`config.mk`:
```
export PLATFORM = sky130hd
export DESIGN_NAME = carpma_birimi
export DESIGN_NICKNAME = d
export VERILOG_FILES = /design/src/rtl/carpma_pkg.sv /design/src/rtl/carpici_pipe3.sv /design/src/rtl/sonuc_fifo.sv /design/src/rtl/carpma_birimi.sv
export SDC_FILE = /design/constraint.sdc
export NUM_CORES = 2
export LEC_CHECK = 0
export ABC_AREA = 1
export CORE_ASPECT_RATIO = 1.2
export CORE_MARGIN = 2
export CORE_UTILIZATION = 50
export CTS_CLUSTER_DIAMETER = 60
export DETAILED_ROUTE_END_ITERATION = 8
export HOLD_SLACK_MARGIN = 0.08
export PLACE_DENSITY = 0.8
export REMOVE_ABC_BUFFERS = 1
export SLEW_MARGIN = 20
export SYNTH_ARGS = -nofsm -noshare
export SYNTH_HDL_FRONTEND = slang
export SYNTH_SLANG_ARGS = --single-unit
```
`constraint.sdc`:
```
create_clock -name clk_i -period 6.81 [get_ports clk_i]
set_input_delay 1.0215 -clock clk_i [delete_from_list [all_inputs] [get_ports clk_i]]
set_output_delay 1.0215 -clock clk_i [all_outputs]
set_load 0.005 [all_outputs]
```
`src/rtl/carpma_pkg.sv`:
```
// rtl/carpma_pkg.sv - operation encodings, sizes and retire arithmetic shared by carpma_birimi
package carpma_pkg;

   typedef enum logic [1:0] {
      ISLEM_MUL    = 2'b00,
      ISLEM_MULH   = 2'b01,
      ISLEM_MULHSU = 2'b10,
      ISLEM_MULHU  = 2'b11
   } islem_t;

   localparam int FIFO_DERINLIK   = 4;
   localparam int CARPICI_GECIKME = 3;
   localparam int ETIKET_GENISLIK = 5;
   localparam int SAYAC_GENISLIK  = $clog2(FIFO_DERINLIK + 1);
   localparam int KAYIT_GENISLIK  = ETIKET_GENISLIK + 32;

   typedef struct packed {
      logic                       gecerli;
      islem_t                     islem;
      logic [ETIKET_GENISLIK-1:0] etiket;
      logic [31:0]                islec0;
      logic [31:0]                islec1;
   } golge_t;

   // The multiplier is always signed x signed; unsigned views of the high
   // word are recovered by adding back the operand that was sign-weighted.
   function automatic logic [31:0] sonuc_hesapla(input islem_t      islem,
                                                 input logic [63:0] carpim,
                                                 input logic [31:0] islec0,
                                                 input logic [31:0] islec1);
      logic [31:0] ust;
      logic [31:0] ek0;
      logic [31:0] ek1;
      logic [31:0] sonuc;
      ust   = carpim[63:32];
      ek0   = islec0[31] ? islec1 : 32'd0;
      ek1   = islec1[31] ? islec0 : 32'd0;
      sonuc = carpim[31:0];
      case (islem)
         ISLEM_MUL:    sonuc = carpim[31:0];
         ISLEM_MULH:   sonuc = ust;
         ISLEM_MULHSU: sonuc = ust + ek1;
         ISLEM_MULHU:  sonuc = ust + ek0 + ek1;
      endcase
      return sonuc;
   endfunction

endpackage

```
`src/rtl/carpici_pipe3.sv`:
```
// rtl/carpici_pipe3.sv - non-stalling 32x32 signed multiplier with a fixed 3-cycle latency
module carpici_pipe3 (
   input  logic        clk_i,
   input  logic        rst_ni,
   input  logic        islem_gecerli_i,
   input  logic [31:0] islec0_i,
   input  logic [31:0] islec1_i,
   output logic [63:0] carpim_o,
   output logic        carpim_gecerli_o
);

   logic [31:0] a_q;
   logic [31:0] b_q;
   logic [63:0] carpim_q1;
   logic [63:0] carpim_q2;
   logic [2:0]  gecerli_q;

   always_ff @(posedge clk_i) begin
      if (!rst_ni) begin
         gecerli_q <= 3'b000;
      end else begin
         gecerli_q <= {gecerli_q[1:0], islem_gecerli_i};
      end
   end

   // Data stages run every cycle; only the valid chain is reset.
   always_ff @(posedge clk_i) begin
      a_q       <= islec0_i;
      b_q       <= islec1_i;
      carpim_q1 <= $signed({{32{a_q[31]}}, a_q}) * $signed({{32{b_q[31]}}, b_q});
      carpim_q2 <= carpim_q1;
   end

   assign carpim_o         = carpim_q2;
   assign carpim_gecerli_o = gecerli_q[2];

endmodule

```
`src/rtl/sonuc_fifo.sv`:
```
// rtl/sonuc_fifo.sv - first-word-fall-through result FIFO; output data reads as zero while empty
module sonuc_fifo #(
   parameter int DERINLIK = 4,
   parameter int GENISLIK = 37
) (
   input  logic                clk_i,
   input  logic                rst_ni,
   input  logic                yaz_i,
   input  logic [GENISLIK-1:0] yaz_veri_i,
   input  logic                oku_i,
   output logic                gecerli_o,
   output logic [GENISLIK-1:0] veri_o
);

   localparam int AW = $clog2(DERINLIK);

   logic [GENISLIK-1:0] bellek [DERINLIK];
   logic [AW:0]         yaz_isaret;
   logic [AW:0]         oku_isaret;
   logic                bos;
   logic                dolu;
   logic                yaz_etkin;
   logic                oku_etkin;

   // Extra pointer bit tells full from empty when the indices meet.
   assign bos       = (yaz_isaret == oku_isaret);
   assign dolu      = (yaz_isaret[AW] != oku_isaret[AW]) &&
                      (yaz_isaret[AW-1:0] == oku_isaret[AW-1:0]);
   assign yaz_etkin = yaz_i && !dolu;
   assign oku_etkin = oku_i && !bos;

   always_ff @(posedge clk_i) begin
      if (!rst_ni) begin
         yaz_isaret <= '0;
         oku_isaret <= '0;
      end else begin
         if (yaz_etkin) begin
            yaz_isaret <= yaz_isaret + (AW+1)'(1);
         end
         if (oku_etkin) begin
            oku_isaret <= oku_isaret + (AW+1)'(1);
         end
      end
   end

   always_ff @(posedge clk_i) begin
      if (yaz_etkin) begin
         bellek[yaz_isaret[AW-1:0]] <= yaz_veri_i;
      end
   end

   assign gecerli_o = !bos;
   assign veri_o    = bos ? '0 : bellek[oku_isaret[AW-1:0]];

endmodule

```
`src/rtl/carpma_birimi.sv`:
```
// rtl/carpma_birimi.sv - credit-controlled RISC-V MUL/MULH* unit around carpici_pipe3 and sonuc_fifo
// Optional MUL_REUSE_EN: single-entry operand/product cache that answers repeats in one cycle.
module carpma_birimi import carpma_pkg::*; (
   input  logic                       clk_i,
   input  logic                       rst_ni,
   input  logic                       istek_gecerli_i,
   output logic                       istek_hazir_o,
   input  logic [1:0]                 islem_i,
   input  logic [31:0]                islec0_i,
   input  logic [31:0]                islec1_i,
   input  logic [ETIKET_GENISLIK-1:0] etiket_i,
   output logic                       sonuc_gecerli_o,
   input  logic                       sonuc_hazir_i,
   output logic [31:0]                sonuc_o,
   output logic [ETIKET_GENISLIK-1:0] sonuc_etiket_o
);

   localparam int SON = CARPICI_GECIKME - 1;

   logic [SAYAC_GENISLIK-1:0] ucus_sayisi;
   logic                      kabul;
   logic                      cikis;
   logic                      isabet;
   golge_t                    golge [CARPICI_GECIKME];
   logic [63:0]               carpim;
   logic                      unused_carpim_gecerli;
   logic                      fifo_yaz;
   logic [KAYIT_GENISLIK-1:0] fifo_yaz_veri;
   logic [KAYIT_GENISLIK-1:0] fifo_veri;

   // Credits cover in-flight plus buffered results, so the FIFO cannot overflow.
   assign istek_hazir_o = (ucus_sayisi < SAYAC_GENISLIK'(FIFO_DERINLIK)) && rst_ni;
   assign kabul         = istek_gecerli_i && istek_hazir_o;
   assign cikis         = sonuc_gecerli_o && sonuc_hazir_i;

   always_ff @(posedge clk_i) begin
      if (!rst_ni) begin
         ucus_sayisi <= '0;
      end else if (kabul && !cikis) begin
         ucus_sayisi <= ucus_sayisi + SAYAC_GENISLIK'(1);
      end else if (!kabul && cikis) begin
         ucus_sayisi <= ucus_sayisi - SAYAC_GENISLIK'(1);
      end
   end

   carpici_pipe3 u_carpici (
      .clk_i            (clk_i),
      .rst_ni           (rst_ni),
      .islem_gecerli_i  (kabul && !isabet),
      .islec0_i         (islec0_i),
      .islec1_i         (islec1_i),
      .carpim_o         (carpim),
      .carpim_gecerli_o (unused_carpim_gecerli)
   );

   // Shadow pipe is the sole authority on retirement; payload flows freely.
   always_ff @(posedge clk_i) begin
      golge[0] <= '{gecerli: kabul && !isabet,
                    islem:   islem_t'(islem_i),
                    etiket:  etiket_i,
                    islec0:  islec0_i,
                    islec1:  islec1_i};
      for (int i = 1; i < CARPICI_GECIKME; i++) begin
         golge[i] <= golge[i-1];
      end
      if (!rst_ni) begin
         for (int i = 0; i < CARPICI_GECIKME; i++) begin
            golge[i].gecerli <= 1'b0;
         end
      end
   end

`ifdef MUL_REUSE_EN
   logic        onbellek_gecerli;
   logic [31:0] onbellek_islec0;
   logic [31:0] onbellek_islec1;
   logic [63:0] onbellek_carpim;
   logic        golge_dolu;

   always_comb begin
      golge_dolu = 1'b0;
      for (int i = 0; i < CARPICI_GECIKME; i++) begin
         golge_dolu = golge_dolu | golge[i].gecerli;
      end
   end

   // An empty shadow pipe guarantees a hit cannot overtake an older result.
   assign isabet = onbellek_gecerli && !golge_dolu &&
                   (islec0_i == onbellek_islec0) && (islec1_i == onbellek_islec1);

   always_ff @(posedge clk_i) begin
      if (!rst_ni) begin
         onbellek_gecerli <= 1'b0;
      end else if (golge[SON].gecerli) begin
         onbellek_gecerli <= 1'b1;
      end
   end

   always_ff @(posedge clk_i) begin
      if (golge[SON].gecerli) begin
         onbellek_islec0 <= golge[SON].islec0;
         onbellek_islec1 <= golge[SON].islec1;
         onbellek_carpim <= carpim;
      end
   end
`else
   assign isabet = 1'b0;
`endif

   always_comb begin
      fifo_yaz      = golge[SON].gecerli;
      fifo_yaz_veri = {golge[SON].etiket,
                       sonuc_hesapla(golge[SON].islem, carpim,
                                     golge[SON].islec0, golge[SON].islec1)};
`ifdef MUL_REUSE_EN
      if (kabul && isabet) begin
         fifo_yaz      = 1'b1;
         fifo_yaz_veri = {etiket_i,
                          sonuc_hesapla(islem_t'(islem_i), onbellek_carpim,
                                        islec0_i, islec1_i)};
      end
`endif
   end

   sonuc_fifo #(
      .DERINLIK (FIFO_DERINLIK),
      .GENISLIK (KAYIT_GENISLIK)
   ) u_sonuc_fifo (
      .clk_i      (clk_i),
      .rst_ni     (rst_ni),
      .yaz_i      (fifo_yaz),
      .yaz_veri_i (fifo_yaz_veri),
      .oku_i      (sonuc_hazir_i),
      .gecerli_o  (sonuc_gecerli_o),
      .veri_o     (fifo_veri)
   );

   assign sonuc_o        = fifo_veri[31:0];
   assign sonuc_etiket_o = fifo_veri[KAYIT_GENISLIK-1:32];

endmodule
```
==> results.yml <==
status:
  status: "finished clean"
cts:
  cts_tree: "yes"
  numCtsBuffers: 61
  clock-sinks: 503
  clock_path_buffers: 3
  cts_hold_buffers: 0
  htree_levels: 2
  cts-root-buf: "clkbuf_16"
  clock_latency_ps: 700
  clk_pin_slew_ps: 70
timing:
  maxSlewHeadroom_pct: 37.36
  max_freq_ghz: 0.1485
  tightest_slew_ps: 939.6
  hold_viol: 0
  setup_viol: 0
  slew_violations: 0
  hold_ws_ps: 320.3
  skew_ps: 36.15
  fin_crit_ps: 6733
  fin_crit_sh_pct: 98.86
  rsz0062_at_grt: "true"
drt:
  vias_per_cell: 5.259
  wl_per_cell_um: 19.41
  vias: 46498
  wl_um: 171600
  drt_iter0_markers: 3504
  route.detailed.drc: 0
  dr.pass1.iters: 6
  antenna_left: 0
yosys:
  synth_edf_count: 148
  synthFlopType: "dfxtp_1"
  yosysTopAreaCell: "fa_1"
  ys_seq_elements: 503
  async_flop_share_pct: 0
  yosysMostFrequentCell: "inv_1"
  synth_area_leaders: "fa_1, inv_1, dfxtp_1, nand2_1, edfxtp_1"
  syn_area_mm2: 0.05803
  synth_cell_types: 49
  avgSynthCellArea_um2: 8.328
  seq_area_frac_synth_pct: 19.91
  synth_top_area_share_pct: 38.50
  yosys-top-cells-count: "inv_1, nand2_1, fa_1, dfxtp_1, nor2_1"
  ys_warn_count: 0
  synthCells: 6968
setup_path:
  crit_start: "u_carpici.a_q[17]"
  crit_path_max_incr_delay_ps: 580
  path_buf_inv: 4
  critPathKind: "reg2reg"
  r2r_start: "u_carpici.a_q[17]"
  startpoint_type: "flip-flop"
  critPathMostFrequentCell: "fa_1"
  critPathTopFamily: "adder cells"
  endpoint_kind: "flip-flop"
  crit_path_top_delay_cell: "fa_1"
  worst_ep_arrival_time_ps: 7330
  crit_chain: "buf_12 > buf_8 > nand2_1 > fa_1 > inv_1 > fa_1 > fa_1 > fa_1 > fa_1 > fa_1 > fa_1 > fa_1 > ha_4 > inv_1 > o21ai_0 > a21oi_2 > o21ai_1 > a21oi_1 > nand4_1 > nand2_1"
  worst-path-max-fanout: 23
  cp_data_required_time_ps: 7410
placed_design:
  dp_hpwl_um: 137800
  gp_congestion: 1.006
  io_buffers: 113
  dpl_cell_area_mm2: 0.06358
floorplanning:
  dieWidth_um: 315.0
  io_pins: 114
  num_rows: 136
  core_area_mm2: 0.1149
  die_y_um: 377.2
  start_util_pct: 50.52
  die_area_mm2: 0.1188
worst_hold_path:
  hold_class: "reg2reg"
  worstHoldStart: "golge[0][94]"
final_layout:
  final_core_util_pct: 58.58
  nFillCells: 9506
  post_route_cells_drive_above_1_share_pct: 10.86
  fin_nets: 8707
  syn2layout_area_growth_pct: 15.95
  design_area_mm2: 0.06728
flow_run:
  maxCapViolCount: 0
global_route:
  grtUsageTotal_pct: 29.33
  grt_pass1_vias: 50295
  overflow: 0
  grt_max_degree: 76
  grt_pass1_wl_um: 268200
  antenna_found_initial: 9
[through the flow]
| step | setup TNS (ps) | setup slack (ps) | cells |
|---|---|---|---|
| CTS | 0 | 0.7345 | 8812 |
| detailed placement | -2984 | -296.9 | 8695 |
| floorplan | -6715 | -606.3 | 6731 |
| global route | -1209 | -114.2 | 8840 |
| global placement | -2182 | -292.8 | 8695 |
| finish | 0 | 77.47 | 8841 |
[cell families after synthesis]
group	Yosys count	share of synthesized area, %
fa+ha+maj	1367	43.91
compound gates	366	3.640
xor+xnor	59	0.8905
flops	503	19.91
buf+inv	2175	14.08
simple gates	2498	17.57
[path summary, 6_finish.rpt]
path                                           endpoint  slack [ps]  cells past startpoint
worst max-delay path            u_carpici.carpim_q1[60]          80                     20
worst min-delay path                      golge[0][166]         320                      0
worst max register to register  u_carpici.carpim_q1[60]          80                     20
worst min register to register            golge[0][166]         320                      0
[flip-flops by register name (all words and copies together) (netlist names), named ones only]
| signal | cells |
|---|---|
| u_carpici.b_q | 31 |
| u_carpici.carpim_o | 64 |
| u_sonuc_fifo.oku_isaret | 3 |
| ucus_sayisi | 3 |
| golge | 154 |
| u_sonuc_fifo.bellek | 148 |
| u_carpici.a_q | 31 |
| u_carpici.carpim_q1 | 64 |
| u_sonuc_fifo.yaz_isaret | 3 |
[repair_timing]
item	in CTS	in global routing
buffers inserted	1	18
endpoints found under the setup margin	23	43
pin swaps	3	60
resized for setup	40	271
cloned	0	6
[per-layer routing]
metal | global-route usage [%] | vias to the layer above | part of all wire, %
met4 | 18.75 | 2 | 7.6
li1 | - | 20691 | -
met1 | 33.74 | 22852 | 36
met2 | 50.96 | 2240 | 49
met3 | 4.353 | 713 | 7.5
met5 | 0 | - | 0.0076
[cells in the final DEF, fill, tap and decap left out, types with 9 or more instances in the layout]
cell type        count
a21oi_1            119
a21oi_2             38
buf_12              70
buf_4              265
buf_6               13
clkbuf_16           70
clkdlybuf4s50_1    113
dfxtp_1            335
dfxtp_2             13
edfxtp_1           148
fa_1              1105
fa_2                11
ha_1               215
ha_4                31
inv_1             1912
inv_2               25
nand2_1           1798
nand2_2             45
nand3_1            165
nand3_2             17
nand4_1             51
nor2_1             273
nor2_2              41
nor2_4              33
nor3_1              15
nor3_2              10
o2111ai_1           12
o21ai_0             95
o21ai_1             29
o21ai_2              9
o21bai_1            12
o32ai_1             37
or2_2               14
xnor2_1             15
xor2_1              42
[area by class of cell]
cell class | instances | area (µm²) | area share [%]
multi-input combinational | 4290 | 39360 | 58.49
sequential | 503 | 11590 | 17.23
inverter | 1938 | 7277 | 10.82
timing repair buffer | 471 | 4893 | 7.273
tap | 1518 | 1899 | 2.823
clock buffer | 77 | 1752 | 2.603
clock inverter | 39 | 499.2 | 0.7420
antenna | 5 | 12.51 | 0.01860
Power is not shown: default switching activity piles up to over one toggle a cycle in this logic, so the estimate is an artifact.
